File: config.mk
export PLATFORM = sky130hd
export DESIGN_NAME = calc_alu
export DESIGN_NICKNAME = d
export VERILOG_FILES = /design/src/rtl/calc_pkg.sv /design/src/rtl/calc_seq_core.sv /design/src/rtl/calc_alu.sv
export SDC_FILE = /design/constraint.sdc
export NUM_CORES = 1
export LEC_CHECK = 0
export CAP_MARGIN = 40
export CORE_MARGIN = 2
export CORE_UTILIZATION = 45
export CTS_BUF_LIST = sky130_fd_sc_hd__clkbuf_2 sky130_fd_sc_hd__clkbuf_4 sky130_fd_sc_hd__clkbuf_8
export DETAILED_ROUTE_END_ITERATION = 8
export PLACE_DENSITY = 0.68
export SKIP_CTS_REPAIR_TIMING = 1
export SLEW_MARGIN = 20
export SYNTH_ARGS = -nofsm -noshare
export SYNTH_HDL_FRONTEND = slang
export SYNTH_SLANG_ARGS = --single-unit
File: constraint.sdc
create_clock -name clk -period 3.76 [get_ports clk]
set_input_delay 0.94 -clock clk [delete_from_list [all_inputs] [get_ports clk]]
set_output_delay 0.94 -clock clk [all_outputs]
set_load 0.01 [all_outputs]
File: src/rtl/calc_pkg.sv
// Shared definitions for the calculator datapath: opcodes and ALU FSM states.
// Used by calc_alu, calc_seq_core, the command parser and the result formatter.
package calc_pkg;

  localparam int unsigned OP_W = 2;

  // Opcode encoding shared with the parser and the result formatter
  typedef enum logic [OP_W-1:0] {
    OP_ADD = 2'b00,
    OP_SUB = 2'b01,
    OP_MUL = 2'b10,
    OP_DIV = 2'b11
  } op_t;

  typedef enum logic [1:0] {
    IDLE = 2'b00,
    ITER = 2'b01,
    FIN  = 2'b10
  } state_t;

endpackage

File: src/rtl/calc_seq_core.sv
// Iterative datapath shared by shift-add multiply and restoring divide.
// Ports:
//   clk, rst       clock, asynchronous active-high reset
//   load           latch operands, clear accumulator and counter
//   step           perform one iteration
//   is_div         operation select latched on load (1 = divide)
//   load_lo        initial low word: multiplier (MUL) or dividend (DIV)
//   load_opd       fixed operand: multiplicand (MUL) or divisor (DIV)
//   cnt            iterations completed since load
//   result         {hi, lo}: product, or {remainder, quotient}
module calc_seq_core #(
  parameter int unsigned WIDTH = 16,
  parameter int unsigned CNT_W = $clog2(WIDTH + 1)
) (
  input  logic               clk,
  input  logic               rst,
  input  logic               load,
  input  logic               step,
  input  logic               is_div,
  input  logic [WIDTH-1:0]   load_lo,
  input  logic [WIDTH-1:0]   load_opd,
  output logic [CNT_W-1:0]   cnt,
  output logic [2*WIDTH-1:0] result
);

  logic [WIDTH-1:0] hi;
  logic [WIDTH-1:0] lo;
  logic [WIDTH-1:0] opd;
  logic             div_q;

  logic [WIDTH:0]   mul_sum_c;
  logic [WIDTH:0]   trial_c;
  logic [WIDTH:0]   trial_diff_c;
  logic             trial_ge_c;

  // Multiply: add multiplicand into the high word when the multiplier LSB is set,
  // then shift {carry, hi, lo} right by one.
  assign mul_sum_c = {1'b0, hi} + (lo[0] ? {1'b0, opd} : (WIDTH + 1)'(0));

  // Divide: shift the next dividend bit into the partial remainder and try a subtract.
  // The remainder stays below the divisor, so a successful trial fits in WIDTH bits.
  assign trial_c      = {hi, lo[WIDTH-1]};
  assign trial_diff_c = trial_c - {1'b0, opd};
  assign trial_ge_c   = (trial_c >= {1'b0, opd});

  // Iteration registers
  always_ff @(posedge clk or posedge rst) begin
    if (rst) begin
      hi    <= '0;
      lo    <= '0;
      opd   <= '0;
      div_q <= 1'b0;
      cnt   <= '0;
    end else if (load) begin
      hi    <= '0;
      lo    <= load_lo;
      opd   <= load_opd;
      div_q <= is_div;
      cnt   <= '0;
    end else if (step) begin
      cnt <= cnt + CNT_W'(1);
      if (div_q) begin
        if (trial_ge_c) begin
          hi <= trial_diff_c[WIDTH-1:0];
          lo <= {lo[WIDTH-2:0], 1'b1};
        end else begin
          hi <= trial_c[WIDTH-1:0];
          lo <= {lo[WIDTH-2:0], 1'b0};
        end
      end else begin
        hi <= mul_sum_c[WIDTH:1];
        lo <= {mul_sum_c[0], lo[WIDTH-1:1]};
      end
    end
  end

  assign result = {hi, lo};

endmodule

File: src/rtl/calc_alu.sv
// Four-function calculator ALU: single-cycle ADD/SUB, iterative MUL/DIV.
// Ports:
//   clk, rst   clock, asynchronous active-high reset
//   start      request, accepted only in IDLE
//   op         opcode (op_t encoding), sampled with start
//   src1/src2  operands A and B, sampled with start
//   busy       iterative operation in progress
//   done       one-cycle pulse, calc_res and flags valid
//   calc_res   2*WIDTH result (DIV: {remainder, quotient})
//   neg        SUB result negative
//   err        DIV by zero
module calc_alu
  import calc_pkg::*;
#(
  parameter int unsigned WIDTH = 16,
  parameter int unsigned CNT_W = $clog2(WIDTH + 1)
) (
  input  logic               clk,
  input  logic               rst,
  input  logic               start,
  input  logic [OP_W-1:0]    op,
  input  logic [WIDTH-1:0]   src1,
  input  logic [WIDTH-1:0]   src2,
  output logic               busy,
  output logic               done,
  output logic [2*WIDTH-1:0] calc_res,
  output logic               neg,
  output logic               err
);

  localparam int unsigned RES_W = 2 * WIDTH;

  state_t             state;
  state_t             state_nx;

  op_t                op_c;
  logic               div_zero_c;
  logic               iter_req_c;
  logic               last_step_c;

  logic               accept_c;
  logic               commit_iter_c;
  logic               core_load_c;
  logic               core_step_c;

  logic [CNT_W-1:0]   cnt;
  logic [RES_W-1:0]   core_res;

  logic [WIDTH:0]     add_c;
  logic [WIDTH:0]     sub_c;

  logic               busy_nx;
  logic               done_nx;
  logic [RES_W-1:0]   res_nx;
  logic               neg_nx;
  logic               err_nx;

  assign op_c        = op_t'(op);
  assign div_zero_c  = (op_c == OP_DIV) && (src2 == '0);
  assign iter_req_c  = (op_c == OP_MUL) || ((op_c == OP_DIV) && !div_zero_c);
  assign last_step_c = (cnt == CNT_W'(WIDTH - 1));

  // Single-cycle results; bit WIDTH carries the carry (ADD) or borrow/sign (SUB)
  assign add_c = {1'b0, src1} + {1'b0, src2};
  assign sub_c = {1'b0, src1} - {1'b0, src2};

  // State register
  always_ff @(posedge clk or posedge rst) begin
    if (rst) state <= IDLE;
    else     state <= state_nx;
  end

  // Next-state logic
  always_comb begin
    state_nx = state;
    case (state)
      IDLE:    if (start && iter_req_c) state_nx = ITER;
      ITER:    if (last_step_c)         state_nx = FIN;
      FIN:                              state_nx = IDLE;
      default:                          state_nx = IDLE;
    endcase
  end

  // FSM control strobes
  always_comb begin
    accept_c      = 1'b0;
    commit_iter_c = 1'b0;
    core_load_c   = 1'b0;
    core_step_c   = 1'b0;
    case (state)
      IDLE: begin
        accept_c    = start;
        core_load_c = start && iter_req_c;
      end
      ITER:    core_step_c   = 1'b1;
      FIN:     commit_iter_c = 1'b1;
      default: ;
    endcase
  end

  calc_seq_core #(
    .WIDTH (WIDTH),
    .CNT_W (CNT_W)
  ) u_seq_core (
    .clk      (clk),
    .rst      (rst),
    .load     (core_load_c),
    .step     (core_step_c),
    .is_div   (op_c == OP_DIV),
    .load_lo  ((op_c == OP_MUL) ? src2 : src1),
    .load_opd ((op_c == OP_MUL) ? src1 : src2),
    .cnt      (cnt),
    .result   (core_res)
  );

  // Output next values; result and flags change only on the edge that raises done
  always_comb begin
    res_nx  = calc_res;
    neg_nx  = neg;
    err_nx  = err;
    done_nx = 1'b0;
    busy_nx = (state_nx != IDLE);
    if (accept_c && !iter_req_c) begin
      done_nx = 1'b1;
      neg_nx  = 1'b0;
      err_nx  = 1'b0;
      case (op_c)
        OP_ADD: res_nx = RES_W'(add_c);
        OP_SUB: begin
          res_nx = {{(WIDTH - 1){sub_c[WIDTH]}}, sub_c};
          neg_nx = sub_c[WIDTH];
        end
        OP_DIV: begin
          res_nx = '1;
          err_nx = 1'b1;
        end
        default: ;
      endcase
    end
    if (commit_iter_c) begin
      done_nx = 1'b1;
      res_nx  = core_res;
      neg_nx  = 1'b0;
      err_nx  = 1'b0;
    end
  end

  // Output registers
  always_ff @(posedge clk or posedge rst) begin
    if (rst) begin
      busy     <= 1'b0;
      done     <= 1'b0;
      calc_res <= '0;
      neg      <= 1'b0;
      err      <= 1'b0;
    end else begin
      busy     <= busy_nx;
      done     <= done_nx;
      calc_res <= res_nx;
      neg      <= neg_nx;
      err      <= err_nx;
    end
  end

endmodule

==> results of run 1 <==
==> routing by layer <==
layer  global-route usage  up-vias
met5                    0        -
met4               0.0816        2
met3               0.0465       34
met2                0.460      263
met1                0.375     3535
li1                     -     3630
==> registers in the layout, summed over array words and instances (netlist names) <==
name / count
calc_res: 32
u_seq_core.hi: 16
u_seq_core.lo: 16
u_seq_core.opd: 16
u_seq_core.cnt: 5
state: 2
busy: 1
done: 1
err: 1
neg: 1
u_seq_core.div_q: 1
==> final timing paths <==
| check | startpoint | endpoint |
|---|---|---|
| worst min-delay path | u_seq_core.cnt[4] | u_seq_core.cnt[4] |
| worst max-delay path | src2[6] | calc_res[16] |
| min in group asynchronous | rst | calc_res[10] |
| max in group asynchronous | rst | u_seq_core.hi[1] |
| worst min register to register | u_seq_core.cnt[4] | u_seq_core.cnt[4] |
| worst max register to register | u_seq_core.lo[0] | u_seq_core.hi[15] |
==> placed cells by master (no fill, tap or decap), types with 4 or more instances in the layout <==
cell type | Yosys | final
dfrtp_1 | 92 | 92
nand2_1 | 89 | 88
o21ai_0 | 86 | 86
a21oi_1 | 84 | 84
nor2_1 | 78 | 78
clkdlybuf4s50_1 | 0 | 72
buf_4 | 0 | 71
ha_1 | 66 | 66
inv_1 | 64 | 63
mux2i_1 | 39 | 39
o211ai_1 | 21 | 21
o31ai_1 | 21 | 21
nand3_1 | 19 | 19
and2_1 | 19 | 19
a21o_1 | 17 | 17
xnor2_1 | 17 | 17
nor3_1 | 14 | 14
o21a_1 | 12 | 12
nor2b_1 | 13 | 11
nand2b_1 | 11 | 11
nor4_1 | 10 | 10
xor2_1 | 10 | 10
and3_1 | 9 | 9
a31oi_1 | 9 | 9
clkbuf_8 | 0 | 9
a221o_1 | 8 | 8
a22oi_1 | 8 | 8
o221ai_1 | 6 | 6
o22ai_1 | 5 | 5
a211oi_1 | 5 | 5
or3_1 | 4 | 4
a221oi_1 | 4 | 4
mux2_2 | 4 | 4
a22o_1 | 4 | 4
fa_1 | 4 | 4
buf_12 | 0 | 4
==> power by group <==
group / switching (mW) / internal [mW] / total [mW]
logic: 2.46 / 2.25 / 4.71
clock network: 0.436 / 0.259 / 0.695
registers: 0.535 / 1.48 / 2.01
==> metrics by stage <==
| stage | area, um^2 | cells |
|---|---|---|
| after detailed placement | 9120 | 1263 |
| after global routing | 9310 | 1279 |
| after floorplan | 7730 | 952 |
| final | 9310 | 1279 |
| after global placement | 9120 | 1263 |
| after CTS | 9310 | 1279 |
==> area by class of cell <==
type / count / area (um^2) / area share
multi-input combinational: 740 / 4970 / 0.533
clock buffer: 9 / 124 / 0.0133
timing repair buffer: 147 / 1330 / 0.143
clock inverter: 7 / 65.1 / 0.00699
inverter: 64 / 243 / 0.0261
tap: 220 / 275 / 0.0296
sequential: 92 / 2300 / 0.247
==> cells by family after synthesis <==
family	after synthesis
AO/OA/AOI/OAI	319
adder cells (fa/ha/maj)	70
flip-flops	92
AND/OR/NAND/NOR	281
multiplexers	43
buffers and inverters	120
XOR/XNOR	27
==> worst reg2reg max path, delay by kind of cell, from the launching register on <==
kind / cells / cell delay [ns]
flops: 1 / 0.48
compound gates: 7 / 1.95
simple gates: 2 / 0.24
buf+inv: 1 / 0.08
fa+ha+maj: 2 / 0.39
==> results_dict.tcl, run 1 <==
set metrics [dict create \
    drive_above_1_share 0.108 \
    top_layer_used "met5" \
    crit_cells 10 \
    dp_slack_ns -0.00557 \
    die_area_um2 18200 \
    place.port_buffers 72 \
    finalPower_mw 7.41 \
    skew_ns 0.0115 \
    grt_max_degree 71 \
    synthTopCellsByArea "dfrtp_1 30%, ha_1 11%, o21ai_0 5.6%" \
    syn_area_um2 7730 \
    place_hpwl_mm 18.9 \
    worstPathCellList "clkdlybuf4s50_1 > inv_1 > ha_1 > buf_4 > o21bai_1 > a31oi_1 > o41a_1 > o211a_1 > o31a_1 > o21ai_0" \
    synth_xor_area_frac 0.0306 \
    period_minus_slack_ns 3.43 \
    yosysWarnings 0 \
    ant_nets 0 \
    grt_usage 0.278 \
    grt_overflow 0 \
    clock-sinks 92 \
    synthAdderAreaFrac 0.117 \
    hold_path_depth 2 \
    syn_inst 952 \
    antenna_cells 0 \
    worst_slack_ns 0.333 \
    synth_fp_nets 1059 \
    drtIter0Drc 623 \
    clk_pin_slew_ns 0.11 \
    core_um2 16700 \
    synth_edf_count 0 \
    power_leakage_nw 4.27 \
    slew_headroom 0.389 \
    fp-row-count 47 \
    rrSetupSlack_ns 0.53 \
    path_max_fanout 9 \
    met3WireLength_mm 1.61 \
    cts_root_buf "clkbuf_8" \
    fp.dieW_um 135 \
    ys_types 67 \
    drc_errors 0 \
    clk_path_buf_depth 2 \
    grt_pass1_vias 7222 \
    wl_met2_mm 11.6 \
    async_flop_share 1.00 \
    cts_buffers 9 \
    vdd_drop_max_uv 444 \
    antenna_found_initial 1 \
    slew_viol_final 0 \
    num_io_pins 73 \
    wl_met1_mm 10.8 \
    worst-path-buf-inv 3 \
    worst_path_largest_cell_delay_ns 0.58 \
    drt_first_pass_iters 6 \
    synth_top_family_by_area "compound AO/OA/AOI/OAI gates" \
    arrival_ns 3.74 \
    cp.required_ns 4.08 \
    vias_per_cell 5.84 \
    r2r_cells 12 \
    tritoncts "yes" \
    insertion_delay_ns 0.39 \
    critPathKind "in -> reg" \
    whs_ns 0.517 \
    tightest_slew_ns 0.914 \
    n_fill_cell 1557 \
    synth_flop_cell "dfrtp_1" \
    utilization 0.557 \
    tns_ns 0 \
    h-tree-depth 3 \
    crit_slowest_cell "clkdlybuf4s50_1" \
    cap_viol_max_count 0 \
    synth.most_common_cell "dfrtp_1" \
    grt_pass1_wl_mm 39.2 \
    syn2layout_area_growth_pct 20.4 \
    fmax_ghz 0.292 \
    yosys.area.top_type "dfrtp_1" \
    setup_violations 0 \
    post_synth_and_or_nand_nor_area_fraction 0.172 \
    status "finished, final reports clean" \
    netlist.area_leader.share 0.298 \
    yosysSeqAreaShare 0.298 \
    hold_viol 0 \
    hold_class "reg -> reg" \
    syn_area_per_cell_um2 8.12 \
    synth-compound-area-share 0.264 \
    wire_per_inst_um 19.3 \
    ys_top_cells_by_count "92 x dfrtp_1, 89 x nand2_1, 86 x o21ai_0, 84 x a21oi_1, 78 x nor2_1" \
    critPathLaunchType "input pin" \
    initial_core_util 0.463 \
    worst_setup_path_end_kind "flip-flop" \
    fin_crit_sh 0.912 \
    die_h_um 135 \
    path_delay_family "compound AO/OA/AOI/OAI gates" \
    nets 1161 \
    rsz0062_at_grt "false" \
    vias 7464 \
    place.gp.congestion 0.931 \
    wl_mm 24.6 \
    ys_seq_elements 92 \
    yosys-mux-area-fraction 0.0563 \
    power_density_nw_per_um2 796 \
]
Note: power is estimated with default switching activity, not from simulation.
==> run 2: changes to the inputs <==
PLACE_DENSITY = 0.65   (was 0.68)
==> results_dict.tcl, run 2 (synthesized netlist as in run 1, its figures left out) <==
set metrics [dict create \
    status "finished, final reports clean" \
    final_cell_mix "92 x dfrtp_1, 88 x nand2_1, 86 x o21ai_0, 84 x a21oi_1, 78 x nor2_1" \
    vias 7419 \
    worst_path_largest_cell_delay_ns 0.51 \
    grt_pass1_wl_mm 38.2 \
    fp-row-count 47 \
    grt_max_degree 93 \
    place_hpwl_mm 18.5 \
    critPathKind "in -> reg" \
    drtIter0Drc 463 \
    arrival_ns 3.85 \
    path_delay_family "compound AO/OA/AOI/OAI gates" \
    grt_usage 0.272 \
    antenna_found_initial 0 \
    place.port_buffers 72 \
    whs_ns 0.518 \
    cts_buffers 9 \
    clock-sinks 92 \
    skew_ns 0.0131 \
    die_h_um 135 \
    initial_core_util 0.463 \
    cp.required_ns 4.03 \
    tritoncts "yes" \
    cts_root_buf "clkbuf_8" \
    dp.cells 1242 \
    cap_viol_max_count 0 \
    vias_per_cell 5.90 \
    hold_viol 0 \
    fp.dieW_um 135 \
    hold_class "reg -> reg" \
    worstPathCellList "clkdlybuf4s50_1 > inv_1 > ha_1 > nor2b_1 > o21ai_0 > a21oi_1 > a21oi_1 > a31oi_1 > a311o_1 > o221a_2 > a221oi_1 > o21ai_1" \
    n_fill_cell 1645 \
    ant_nets 0 \
    finalPower_mw 7.45 \
    die_area_um2 18200 \
    slew_viol_final 0 \
    wl_mm 24.1 \
    drc_errors 0 \
    regMostFlops "calc_res" \
    rsz0062_at_grt "false" \
    largest_reg_flops 32 \
    fin_crit_sh 0.952 \
    multiInputGateArea_um2 4970 \
    worst-path-buf-inv 2 \
    fmax_ghz 0.279 \
    clk_pin_slew_ns 0.09 \
    drt_first_pass_iters 5 \
    setup_violations 0 \
    insertion_delay_ns 0.39 \
    place.gp.congestion 0.952 \
    crit_slowest_cell "clkdlybuf4s50_1" \
    power_density_nw_per_um2 812 \
    grt_pass1_vias 7127 \
    antenna_cells 0 \
    path_max_fanout 2 \
    power_leakage_nw 4.18 \
    grt_overflow 0 \
    clk_path_buf_depth 2 \
    tightest_slew_ns 0.636 \
    period_minus_slack_ns 3.58 \
    final_area_um2 9180 \
    cp_common_cell "a21oi_1" \
    slew_headroom 0.576 \
    core_um2 16700 \
    num_io_pins 73 \
    stdcell_count 1258 \
    drive_above_1_share 0.0896 \
    critPathLaunchType "input pin" \
    dpl_cell_area_um2 8970 \
    layout_commonest_cell "dfrtp_1" \
    seq_area_um2 2300 \
    worst_setup_path_end_kind "flip-flop" \
    syn2layout_area_growth_pct 18.7 \
    tns_ns 0 \
    wire_per_inst_um 19.1 \
    nets 1140 \
    vdd_drop_max_uv 428 \
    h-tree-depth 3 \
]
-- run 2: cell count changes in the layout (fill, tap and decap cells not counted) --
| cell | change |
|---|---|
| clkinv_4 | -1 |
| clkbuf_4 | +1 |
| buf_4 | -22 |
| clkinv_2 | +1 |
| bufinv_16 | +1 |
| inv_8 | -2 |
| buf_12 | +1 |
-- run 2: power breakdown --
part           switching (mW)  total [mW]  internal, mW
registers               0.520        2.00          1.48
clock network           0.393       0.714         0.321
logic                    2.48        4.73          2.25
-- run 2: cell type report --
cell class / count / area share
multi-input combinational: 740 / 0.541
timing repair buffer: 126 / 0.130
clock buffer: 10 / 0.0143
clock inverter: 6 / 0.00750
sequential: 92 / 0.251
tap: 220 / 0.0300
inverter: 64 / 0.0265
-- run 2: per-stage QoR --
step	worst slack [ns]	util
floorplan	0.428	-
global placement	-0.184	0.537
detailed placement	-0.206	0.537
CTS	0.212	0.549
global route	0.0591	0.549
finish	0.182	0.549
-- run 2: path summary, 6_finish.rpt --
| kind | startpoint | end | slack [ns] | cells past startpoint |
|---|---|---|---|---|
| setup / recovery | src2[1] | calc_res[15] | 0.18 | 12 |
| hold / removal | u_seq_core.opd[14] | u_seq_core.opd[14] | 0.52 | 2 |
| setup reg to reg | u_seq_core.lo[0] | u_seq_core.hi[15] | 0.38 | 13 |
| hold reg to reg | u_seq_core.opd[14] | u_seq_core.opd[14] | 0.52 | 2 |
| max in group asynchronous | rst | done | 2.35 | 3 |
| min in group asynchronous | rst | u_seq_core.lo[7] | 1.00 | 3 |
-- run 2: worst register-to-register path: cells and delay by family (launching register included) --
| kind | cells | cell delay (ns) |
|---|---|---|
| flip-flops | 1 | 0.49 |
| adder cells (fa/ha/maj) | 2 | 0.39 |
| buffers and inverters | 2 | 0.24 |
| AND/OR/NAND/NOR | 2 | 0.25 |
| AO/OA/AOI/OAI | 7 | 1.92 |
-- run 2: layer usage --
layer / track usage / vias up / share of wire / wire length, um
li1: - / 3582 / - / -
met1: 0.351 / 3518 / 0.43 / 10400
met2: 0.453 / 269 / 0.47 / 11400
met3: 0.0432 / 50 / 0.059 / 1430
met4: 0.118 / 0 / 0.036 / 877
met5: 0 / - / 0 / 0
